==> config.mk <==
export PLATFORM = sky130hd
export DESIGN_NAME = ttt_game_ctrl_flat
export DESIGN_NICKNAME = d
export VERILOG_FILES = /design/src/rtl/ttt_game_ctrl_if.sv /design/src/rtl/ttt_game_ctrl.sv /design/src/flat_wrapper.sv
export SDC_FILE = /design/constraint.sdc
export NUM_CORES = 1
export LEC_CHECK = 0
export ABC_AREA = 1
export BUFFER_PORTS_ARGS = -buffer_cell sky130_fd_sc_hd__buf_2
export CAP_MARGIN = 20
export CORE_UTILIZATION = 43
export DETAILED_ROUTE_END_ITERATION = 12
export GPL_TIMING_DRIVEN = 0
export SYNTH_ARGS = -nofsm -noshare
export SYNTH_HDL_FRONTEND = slang
export SYNTH_SLANG_ARGS = --single-unit
export TNS_END_PERCENT = 30
==> constraint.sdc <==
create_clock -name clk -period 3 [get_ports clk]
set_clock_uncertainty 0.05 [all_clocks]
set_input_delay 0 -clock clk [delete_from_list [all_inputs] [get_ports clk]]
set_output_delay 0 -clock clk [all_outputs]
set_load 0.02 [all_outputs]
==> src/rtl/ttt_game_ctrl_if.sv <==
// ---------------------------------------------------------------------------
// ttt_game_ctrl_if
//   Bundles the keypad-side inputs and the display-side outputs of the
//   tic-tac-toe game sequencer.
//
//   master : keypad/DIP side (drives start, key_valid, key_code; observes
//            board and status)
//   slave  : the game sequencer itself
//
//   start         level, 1 = game mode requested
//   key_valid     one-cycle strobe qualifying key_code
//   key_code[3:0] 1..9 cell, 10 '*', 11 '#', others ignored
//   board[17:0]   cell n at [19-2n:18-2n]; hi bit = O stone, lo bit = X stone
//   turn_o        1 = O to move, 0 = X to move
//   result[1:0]   00 playing/idle, 01 X wins, 10 O wins, 11 draw
//   in_game       1 while a game is active or finished (not on main screen)
//   view_right    dot-matrix window select
//   move_cnt[3:0] stones placed, 0..9
//   move_err      one-cycle pulse, move to an occupied cell
//   timeout_pulse one-cycle pulse, turn forfeited by timeout
// ---------------------------------------------------------------------------
interface ttt_game_ctrl_if;
   logic        start;
   logic        key_valid;
   logic [3:0]  key_code;
   logic [17:0] board;
   logic        turn_o;
   logic [1:0]  result;
   logic        in_game;
   logic        view_right;
   logic [3:0]  move_cnt;
   logic        move_err;
   logic        timeout_pulse;

   modport master (
      output start, key_valid, key_code,
      input  board, turn_o, result, in_game, view_right, move_cnt,
             move_err, timeout_pulse
   );

   modport slave (
      input  start, key_valid, key_code,
      output board, turn_o, result, in_game, view_right, move_cnt,
             move_err, timeout_pulse
   );
endinterface

==> src/rtl/ttt_game_ctrl.sv <==
// ---------------------------------------------------------------------------
// ttt_game_ctrl
//   Tic-tac-toe game sequencer. Takes decoded key codes from the keypad
//   scanner, places stones on the 18-bit board register read by the display
//   ROM, alternates turns, detects win/draw and forfeits a turn when the
//   per-move timer expires.
//
//   Parameters
//     MOVE_TIMEOUT  clk cycles allowed per move; 0 disables the timeout
//     CNT_W         timer width; must hold MOVE_TIMEOUT-1
//
//   Ports
//     clk   system clock
//     rst   synchronous active-high reset
//     bus   ttt_game_ctrl_if.slave (start/key inputs, board/status outputs)
// ---------------------------------------------------------------------------
module ttt_game_ctrl #(
   parameter int unsigned MOVE_TIMEOUT = 250_000_000,
   parameter int unsigned CNT_W        = 28
) (
   input  logic           clk,
   input  logic           rst,
   ttt_game_ctrl_if.slave bus
);

   typedef enum logic [1:0] {
      ST_IDLE  = 2'd0,
      ST_PLAY  = 2'd1,
      ST_CHECK = 2'd2,
      ST_OVER  = 2'd3
   } state_t;

   localparam logic             TIMEOUT_EN = (MOVE_TIMEOUT != 0);
   localparam logic [CNT_W-1:0] TO_LAST    =
      CNT_W'((MOVE_TIMEOUT == 0) ? 0 : MOVE_TIMEOUT - 1);

   state_t             state_q, state_d;
   logic [17:0]        board_q, board_d;
   logic               turn_q, turn_d;
   logic [1:0]         result_q, result_d;
   logic               view_q, view_d;
   logic [3:0]         cnt_q, cnt_d;
   logic               err_q, err_d;
   logic               to_q, to_d;
   logic [CNT_W-1:0]   timer_q, timer_d;

   logic               in_game;

   // ------------------------------------------------------------------
   // Key decode and board views
   // ------------------------------------------------------------------
   logic               key_cell, key_star, key_hash;
   logic [3:0]         cell_idx;
   logic [8:0]         cell_oh;
   logic [8:0]         x_mask, o_mask, mover_mask;
   logic               occupied, place, mover_win, board_full, timeout_hit;

   // All eight winning lines, cells indexed 0..8 row-major.
   function automatic logic has_line(input logic [8:0] m);
      return (m[0] & m[1] & m[2]) | (m[3] & m[4] & m[5]) | (m[6] & m[7] & m[8]) |
             (m[0] & m[3] & m[6]) | (m[1] & m[4] & m[7]) | (m[2] & m[5] & m[8]) |
             (m[0] & m[4] & m[8]) | (m[2] & m[4] & m[6]);
   endfunction

   always_comb begin
      // NOTE: every always_comb output gets a default before any branch, so no path can leave it unassigned and infer a latch.
      key_cell = bus.key_valid && (bus.key_code >= 4'd1) && (bus.key_code <= 4'd9);
      key_star = bus.key_valid && (bus.key_code == 4'd10);
      key_hash = bus.key_valid && (bus.key_code == 4'd11);
      cell_idx = bus.key_code - 4'd1;
      cell_oh  = key_cell ? (9'b1 << cell_idx) : 9'b0;

      x_mask = '0;
      o_mask = '0;
      for (int i = 0; i < 9; i++) begin
         x_mask[i] = board_q[16-2*i];
         o_mask[i] = board_q[17-2*i];
      end

      mover_mask  = turn_q ? o_mask : x_mask;
      occupied    = |(cell_oh & (x_mask | o_mask));
      place       = (state_q == ST_PLAY) && key_cell && !occupied;
      mover_win   = has_line(mover_mask);
      board_full  = (cnt_q == 4'd9);
      timeout_hit = TIMEOUT_EN && (timer_q == TO_LAST);
   end

   // ------------------------------------------------------------------
   // FSM: next-state logic
   // ------------------------------------------------------------------
   always_comb begin
      state_d = state_q;
      if (!bus.start) begin
         state_d = ST_IDLE;
      end else begin
         unique case (state_q)
            ST_IDLE:  state_d = ST_PLAY;
            ST_PLAY:  if (place) state_d = ST_CHECK;
            ST_CHECK: state_d = (mover_win || board_full) ? ST_OVER : ST_PLAY;
            ST_OVER:  state_d = ST_OVER;
            default:  state_d = ST_IDLE;
         endcase
      end
   end

   // ------------------------------------------------------------------
   // FSM: state-decoded outputs
   // ------------------------------------------------------------------
   always_comb begin
      in_game = (state_q != ST_IDLE);
   end

   // ------------------------------------------------------------------
   // Game datapath next values
   // ------------------------------------------------------------------
   always_comb begin
      board_d  = board_q;
      turn_d   = turn_q;
      result_d = result_q;
      view_d   = view_q;
      cnt_d    = cnt_q;
      err_d    = 1'b0;
      to_d     = 1'b0;
      timer_d  = timer_q;

      if (!bus.start) begin
         // Abort to the main screen clears the game exactly like reset.
         board_d  = '0;
         turn_d   = 1'b0;
         result_d = 2'b00;
         view_d   = 1'b0;
         cnt_d    = '0;
         timer_d  = '0;
      end else begin
         if (state_q != ST_IDLE) begin
            if (key_star) view_d = 1'b0;
            if (key_hash) view_d = 1'b1;
         end

         unique case (state_q)
            ST_IDLE: begin
               timer_d = '0;
            end

            ST_PLAY: begin
               if (place) begin
                  // An accepted move beats a timeout falling in the same cycle.
                  for (int i = 0; i < 9; i++) begin
                     if (cell_oh[i]) begin
                        board_d[17-2*i] = turn_q;
                        board_d[16-2*i] = !turn_q;
                     end
                  end
                  cnt_d   = cnt_q + 4'd1;
                  timer_d = '0;
               end else begin
                  if (key_cell) err_d = 1'b1;  // key_cell without place means occupied
                  if (timeout_hit) begin
                     to_d    = 1'b1;
                     turn_d  = !turn_q;
                     timer_d = '0;
                  end else if (TIMEOUT_EN) begin
                     timer_d = timer_q + CNT_W'(1);
                  end
               end
            end

            ST_CHECK: begin
               // Only the player who just moved can have completed a line.
               if (mover_win) begin
                  result_d = turn_q ? 2'b10 : 2'b01;
               end else if (board_full) begin
                  result_d = 2'b11;
               end else begin
                  turn_d  = !turn_q;
                  timer_d = '0;
               end
            end

            ST_OVER: begin
               // Board, result and count stay frozen until abort or reset.
            end

            default: ;
         endcase
      end
   end

   // ------------------------------------------------------------------
   // State and datapath registers
   // ------------------------------------------------------------------
   always_ff @(posedge clk) begin
      // NOTE: sequential state uses non-blocking assignments so every flop samples pre-edge values regardless of statement order.
      if (rst) begin
         state_q  <= ST_IDLE;
         board_q  <= '0;
         turn_q   <= 1'b0;
         result_q <= 2'b00;
         view_q   <= 1'b0;
         cnt_q    <= '0;
         err_q    <= 1'b0;
         to_q     <= 1'b0;
         timer_q  <= '0;
      end else begin
         state_q  <= state_d;
         board_q  <= board_d;
         turn_q   <= turn_d;
         result_q <= result_d;
         view_q   <= view_d;
         cnt_q    <= cnt_d;
         err_q    <= err_d;
         to_q     <= to_d;
         timer_q  <= timer_d;
      end
   end

   assign bus.board         = board_q;
   assign bus.turn_o        = turn_q;
   assign bus.result        = result_q;
   assign bus.in_game       = in_game;
   assign bus.view_right    = view_q;
   assign bus.move_cnt      = cnt_q;
   assign bus.move_err      = err_q;
   assign bus.timeout_pulse = to_q;

endmodule

==> src/flat_wrapper.sv <==
// flat-port wrapper written by rule: the top's interface ports become plain ports
module ttt_game_ctrl_flat 
#(
   parameter int unsigned MOVE_TIMEOUT = 250_000_000,
   parameter int unsigned CNT_W        = 28
)
  (clk, rst, bus_start, bus_key_valid, bus_key_code, bus_board, bus_turn_o, bus_result, bus_in_game, bus_view_right, bus_move_cnt, bus_move_err, bus_timeout_pulse);
  ttt_game_ctrl_if bus_i ();
  input  logic clk;
  input  logic rst;
  input wire logic [$bits(bus_i.start)-1:0] bus_start;
  input wire logic [$bits(bus_i.key_valid)-1:0] bus_key_valid;
  input wire logic [$bits(bus_i.key_code)-1:0] bus_key_code;
  output wire logic [$bits(bus_i.board)-1:0] bus_board;
  output wire logic [$bits(bus_i.turn_o)-1:0] bus_turn_o;
  output wire logic [$bits(bus_i.result)-1:0] bus_result;
  output wire logic [$bits(bus_i.in_game)-1:0] bus_in_game;
  output wire logic [$bits(bus_i.view_right)-1:0] bus_view_right;
  output wire logic [$bits(bus_i.move_cnt)-1:0] bus_move_cnt;
  output wire logic [$bits(bus_i.move_err)-1:0] bus_move_err;
  output wire logic [$bits(bus_i.timeout_pulse)-1:0] bus_timeout_pulse;
  assign bus_i.start = bus_start;
  assign bus_i.key_valid = bus_key_valid;
  assign bus_i.key_code = bus_key_code;
  assign bus_board = bus_i.board;
  assign bus_turn_o = bus_i.turn_o;
  assign bus_result = bus_i.result;
  assign bus_in_game = bus_i.in_game;
  assign bus_view_right = bus_i.view_right;
  assign bus_move_cnt = bus_i.move_cnt;
  assign bus_move_err = bus_i.move_err;
  assign bus_timeout_pulse = bus_i.timeout_pulse;
  ttt_game_ctrl #(.MOVE_TIMEOUT(MOVE_TIMEOUT), .CNT_W(CNT_W)) u_core (.clk(clk), .rst(rst), .bus(bus_i));
endmodule
# ---- Word level (Yosys, flattened, before mapping)
# Cells that the tools add are included.
dict set report totals {
  regBits 58
  out_inout_bits 29
  elab_cells 116
}
dict set report classes {
  add_sub_neg 3
  n_lt_le_gt_ge 2
  n_eq_ne 12
  shifts 1
  n_mux 22
  bitwise_logic 27
  n_reduce_logical 32
}
# operator n
set ops {}
lappend ops {{2-to-1 mux 28 bit} 4}
lappend ops {{one-hot mux 28 bit (3 select lines)} 1}
lappend ops {{AND reduction 3 bit} 10}
lappend ops {{adder 28 x 1 -> 28 bit (second input constant)} 1}
lappend ops {{== test 28 bit (second input constant)} 1}
lappend ops {{2-to-1 mux 9 bit} 2}
lappend ops {{AND 1 bit} 16}
lappend ops {{== test 4 bit (second input constant)} 3}
lappend ops {{2-to-1 mux 2 bit} 5}
lappend ops {{AND 9 bit} 1}
lappend ops {{bitwise OR 9 bit} 1}
lappend ops {{OR reduction 9 bit} 1}
lappend ops {{left shift 1 x 4 -> 9 bit (first input constant)} 1}
lappend ops {{2-to-1 mux 1 bit} 8}
lappend ops {{one-hot mux 2 bit (4 select lines)} 1}
lappend ops {{nonzero test 2 bit} 4}
lappend ops {{bitwise OR 1 bit} 7}
lappend ops {{logical AND 1 bit} 6}
lappend ops {{inequality test 2 bit (second input constant)} 3}
lappend ops {{AND reduction 2 bit} 3}
lappend ops {{AND reduction 5 bit} 1}
lappend ops {{adder 4 x 1 -> 4 bit (second input constant)} 1}
lappend ops {{== test 2 bit (second input constant)} 2}
lappend ops {{greater-or-equal comparator 4 x 1 -> 1 bit (second input constant)} 1}
lappend ops {{12 further kinds} 15}

# ---- Logic depth before layout (Yosys ltp)
dict set report logic_depth {
  depth_word 13
  mapped_depth 15
  mapped_depth_nobuf 14
}

# ---- Worst setup path after synthesis
# Ideal clock, no wire load.
dict set report synth_timing {
  kind {reg-to-reg}
  from {register u_core.turn_q (netlist: u_core.bus.turn_o)}
  to {register u_core.timer_q[8]}
  t_arrival_ns 1.689
  slack_ns 1.129
  stages_incl_launch_ff 14
  n_path_buf 2
  synth_period_minus_slack_ns 1.871
  path_cell_list {dfxtp_1 > inv_2 > buf_2 > nand2_1 > o21ai_1 > nand2_1 > nand2_1 > nor2_2 > nand2_2 > nand2_2 > nand2_4 > buf_4 > nand3_1 > o31ai_1}
}
dict set report synth_via {
  elab_chain_cells 12
  elab_cells_between_ends 26
  cone_classes {eq/ne (1); mux (1); bitwise (23); reduce/logical (1)}
}
# element line_no
set synth_rtl {}
lappend synth_rtl {{from (decl)} ttt_game_ctrl.sv:39} ;# logic turn_q, turn_d;
lappend synth_rtl {{from (signal assigned)} ttt_game_ctrl.sv:207} ;# turn_q <= turn_d;
lappend synth_rtl {{2-to-1 mux 9 bit *} ttt_game_ctrl.sv:80} ;# mover_mask = turn_q ? o_mask : x_mask;
lappend synth_rtl {{AND 1 bit (2 in a row)} ttt_game_ctrl.sv:60} ;# return (m[0] & m[1] & m[2]) | (m[3] & m[4] & m[5]) | (m[6] & m[7] & m[8]) |
lappend synth_rtl {{bitwise OR 1 bit (3 in a row)} ttt_game_ctrl.sv:60}
lappend synth_rtl {{bitwise OR 1 bit (3 in a row)} ttt_game_ctrl.sv:61} ;# (m[0] & m[3] & m[6]) | (m[1] & m[4] & m[7]) | (m[2] & m[5] & m[8]) |
lappend synth_rtl {{bitwise OR 1 bit *} ttt_game_ctrl.sv:62} ;# (m[0] & m[4] & m[8]) | (m[2] & m[4] & m[6]);
lappend synth_rtl {{inequality test 2 bit (no source line) *} -}
lappend synth_rtl {{AND reduction 3 bit (no source line) *} -}
lappend synth_rtl {{to (signal assigned)} ttt_game_ctrl.sv:213} ;# timer_q <= timer_d;
lappend synth_rtl {{to (decl)} ttt_game_ctrl.sv:45} ;# logic [CNT_W-1:0] timer_q, timer_d;
# Every way passes the cells marked *; elsewhere a longest branch is shown, timed or not.
# A chain may end at the register's enable or synchronous reset.

# ---- Worst setup path after layout
dict set report layout_timing {
  from {register u_core.timer_q[5]}
  to {register u_core.timer_q[18]}
}
dict set report layout_via {
  elab_chain_cells 4
  elab_cells_between_ends 5
  cone_classes {add/sub (1); eq/ne (1); mux (3)}
}
# element line_no
set layout_rtl {}
lappend layout_rtl {{adder 28 x 1 -> 28 bit or == test 28 bit (tied branches)} {ttt_game_ctrl.sv:163, ttt_game_ctrl.sv:85}}
lappend layout_rtl {{2-to-1 mux 28 bit *} ttt_game_ctrl.sv:158} ;# if (timeout_hit) begin
lappend layout_rtl {{2-to-1 mux 28 bit *} ttt_game_ctrl.sv:146} ;# if (place) begin
lappend layout_rtl {{one-hot mux 28 bit (3 select lines) *} ttt_game_ctrl.sv:140} ;# unique case (state_q)
# Marks and branches as above.

==> metrics.md <==
| Metric | Value |
|---|---|
| Reg2Reg Depth | `11` |
| Minimum clock period after layout | `2.19 ns` |
| Synth Flop Type | `dfxtp_1` |
| Grt total ovfl | `0` |
| Peak per-stage delay on the critical path | `0.43 ns` |
| Unique masters post-synth | `33` |
| CP Capture Type | `flop` |
| Final setup TNS | `0 ns` |
| Top cells by area, synth | `dfxtp_1 (32%), nand2_1 (17%), nor2_1 (8.6%), nand3_1 (7.7%), inv_1 (6.3%)` |
| Core area | `0.00822 mm^2` |
| Worst path required time | `3.19 ns` |
| Post-synthesis net count | `604` |
| Hold worst-path end | `u_core.bus.view_right$_SDFFE_PP0P_` |
| Row Count | `33` |
| CTS resizes | `0` |
| Leakage | `between 1.5 and 2 nW` |
| Sequential-to-total area share from yosys stat | `31.7%` |
| Routed WL | `about 11,000 um` |
| Final Net Count | `between 600 and 700` |
| R2R Path End | `u_core.timer_q[18]$_SDFFE_PP0P_` |
| Yosys top cell by area | `dfxtp_1` |
| Cell mode on critical path | `nand2_1` |
| Die W | `94.2 um` |
| DR WL/cell | `14.6 um` |
| Max_cap viols | `0` |
| Clock latency on the worst-skew pair | `0.35 ns` |
| Unrepaired setup endpoints after global routing | `false` |
| Diodes inserted | `0` |
| Largest net degree at the start of global routing | `12` |
| Die area | `slightly below 0.009 mm^2` |
| Top-area cell type share of the netlist area | `31.7%` |
| CP max-delay cell | `dfxtp_1` |
| Via count | `3,890` |
| Die Y-Extent | `94.2 um` |
| GP Congestion | `0.943` |
| Clock slew at reported path FFs | `0.08 ns` |
| CP Launch Type | `flop` |
| CTS tree | `done` |
| Post-synthesis cell count | `593` |
| Asr flop ratio synth | `0%` |
| Hold_buf cts | `1` |
| # DRC | `0` |
| Setup Crit Path Kind | `reg2reg` |
| CTS HTree Levels | `3` |
| Reg2reg setup slack | `0.81 ns` |
| Worst hold path type | `in2reg` |
| Initial antenna violation count | `0` |
| Critical path arrival | `2.38 ns` |
| Hpwl dp | `8260 um` |
| Most common cell in the netlist | `nand2_1` |
| First-pass GRT wire length | `17,700 um` |
| Slew margin rel. | `55.7%` |
| Pwr Density | `slightly below 400 mW/mm^2` |
| 1st-pass router iterations | `5` |
| Max-slew violation count | `0` |
| Endpoints failing setup | `0` |
| FILL cells | `884` |
| CP top delay family | `simple AND/OR/NAND/NOR gates` |
| Min Hold Slack | `between 0.01 and 0.015 ns` |
| CTS Buf Count | `9` |
| Crit-path cells | `nand2_1 -> nor3_1 -> nand2_1 -> nor2_1 -> nand2_1 -> nor2_1 -> nand4_1 -> nand3_1 -> nor2_1 -> nand2_1 -> nand2_1` |
| Post-CTS Setup Inserts | `0` |
| Maximum VDD drop | `190 uV` |
| Status | `completed` |
| Fmax achieved | `0.457 GHz` |
| Clk sinks | `58` |
| Boundary Pins | `37` |
| Number of global-route vias before repair | `3,574` |
| Post-route ant nets | `0` |
| Vias per inst | `5.19` |
| Launching point of the worst reg2reg path | `u_core.timer_q[5]$_SDFFE_PP0P_` |
| Final Hold Viols | `0` |
| Crit share post-route | `72.9%` |
| Seq cells post-synth | `58` |
| Critical path buffers and inverters | `0` |
| Total Power | `0.00164 W` |
| Port Buffers | `34` |
| Starting DRT DRC Count | `approximately 190` |
| Worst-Margin Slew | `0.664 ns` |
| Post-Syn Area per Cell | `between 6 and 7 um^2` |
| Area grow syn2layout | `14.1%` |
| Hold Path Origin | `bus_key_code[0]` |
| Syn. warnings | `0` |
| Total GRT Usage | `26.3%` |
| Root Buffer | `clkbuf_8` |
| Clock Tree Buf Depth | `2` |
| Commonest cells in the netlist | `nand2_1 (162), nor2_1 (84), inv_1 (61)` |
| Post-synth EDFFs | `0` |
| Starting Density | `44.5%` |
| Mapped cell area | `around 0.0037 mm^2` |
| Layout cell share with drive strength beyond 1 | `13.5%` |
| Hold Crit Depth | `3` |
| Crit-path max FO | `5` |
[area by class of cell]
| type | instances | area [um^2] | area share, % |
|---|---|---|---|
| Multi-Input combinational cell | 451 | 2140 | 51.2 |
| Tap cell | 105 | 131 | 3.15 |
| Sequential cell | 58 | 1160 | 27.8 |
| Timing Repair Buffer | 35 | 180 | 4.32 |
| Clock inverter | 6 | 66.3 | 1.59 |
| Clock buffer | 10 | 138 | 3.30 |
| Inverter | 63 | 236 | 5.67 |
| Buffer | 21 | 124 | 2.97 |
[report_power, final]
part / internal [W] / switching (W) / total, W / leakage (nW)
Combinational: 0.0000282 / 0.0000809 / 0.000109 / 1.15
Clock: 0.000405 / 0.000347 / 0.000752 / 0.0945
Sequential: 0.000772 / 0.00000331 / 0.000776 / 0.467
[stage by stage]
step	cell area, um^2	cells	utilization, %	setup slack [ns]
finish	4170	749	50.8	0.812
CTS	4170	749	50.8	0.799
global route	4170	749	50.8	0.539
global placement	3960	732	48.2	0.891
detailed placement	3960	732	48.2	0.854
floorplan	3660	593	-	1.13
[routing by layer]
layer	wire, um	GRT usage, %
met5	0	0
met4	375	13.7
met3	500	4.37
met2	5200	44.6
met1	4840	31.7
[worst max path at each step]
stage / from / to / slack (ns) / cells after the start
after global routing: u_core.timer_q[2]$_SDFFE_PP0P_ / u_core.timer_q[18]$_SDFFE_PP0P_ / 0.54 / 11
after floorplan: u_core.bus.turn_o$_SDFFE_PP0P_ / u_core.timer_q[8]$_SDFFE_PP0P_ / 1.13 / 13
final: u_core.timer_q[5]$_SDFFE_PP0P_ / u_core.timer_q[18]$_SDFFE_PP0P_ / 0.81 / 11
after global placement: u_core.timer_q[5]$_SDFFE_PP0P_ / u_core.timer_q[18]$_SDFFE_PP0P_ / 0.89 / 11
after detailed placement: u_core.timer_q[5]$_SDFFE_PP0P_ / u_core.timer_q[18]$_SDFFE_PP0P_ / 0.85 / 11
after CTS: u_core.timer_q[2]$_SDFFE_PP0P_ / u_core.timer_q[18]$_SDFFE_PP0P_ / 0.80 / 11
[flip-flops by register name, summed over array words and instances, names as in the netlist]
register,cells
u_core.state_q,2
u_core.bus.move_cnt,4
u_core.bus.timeout_pulse,1
u_core.bus.board,18
u_core.bus.move_err,1
u_core.bus.view_right,1
u_core.timer_q,28
u_core.bus.turn_o,1
u_core.bus.result,2
[layout by cell type (no fill, tap or decap), types with 7 or more instances in the layout]
cell      Yosys  layout
a21oi_1      40      40
a21oi_2       7       7
buf_2         5      39
clkbuf_1      8       8
clkbuf_8      0      10
dfxtp_1      58      58
inv_1        61      61
nand2_1     162     162
nand3_1      56      56
nand3b_1      9       9
nand4_1      17      17
nor2_1       84      84
nor2_2        7       7
nor3_1       23      23
o21ai_0      11      11
xor2_1       12      12
[cells by family (layout without fill, tap and decap cells)]
group / Yosys count / in the layout / synth area share (%)
simple gates: 370 / 370 / 44.3
flops: 58 / 58 / 31.7
xor+xnor: 12 / 12 / 2.87
buf+inv: 84 / 135 / 9.85
fa+ha+maj: 3 / 3 / 1.03
compound gates: 66 / 66 / 10.2
[tightest hold or removal path, delay by kind of cell]
kind / cells / cell delay (ns)
compound gates: 2 / 0.22
buf+inv: 1 / 0.16
(Power assumes the default switching activity.)
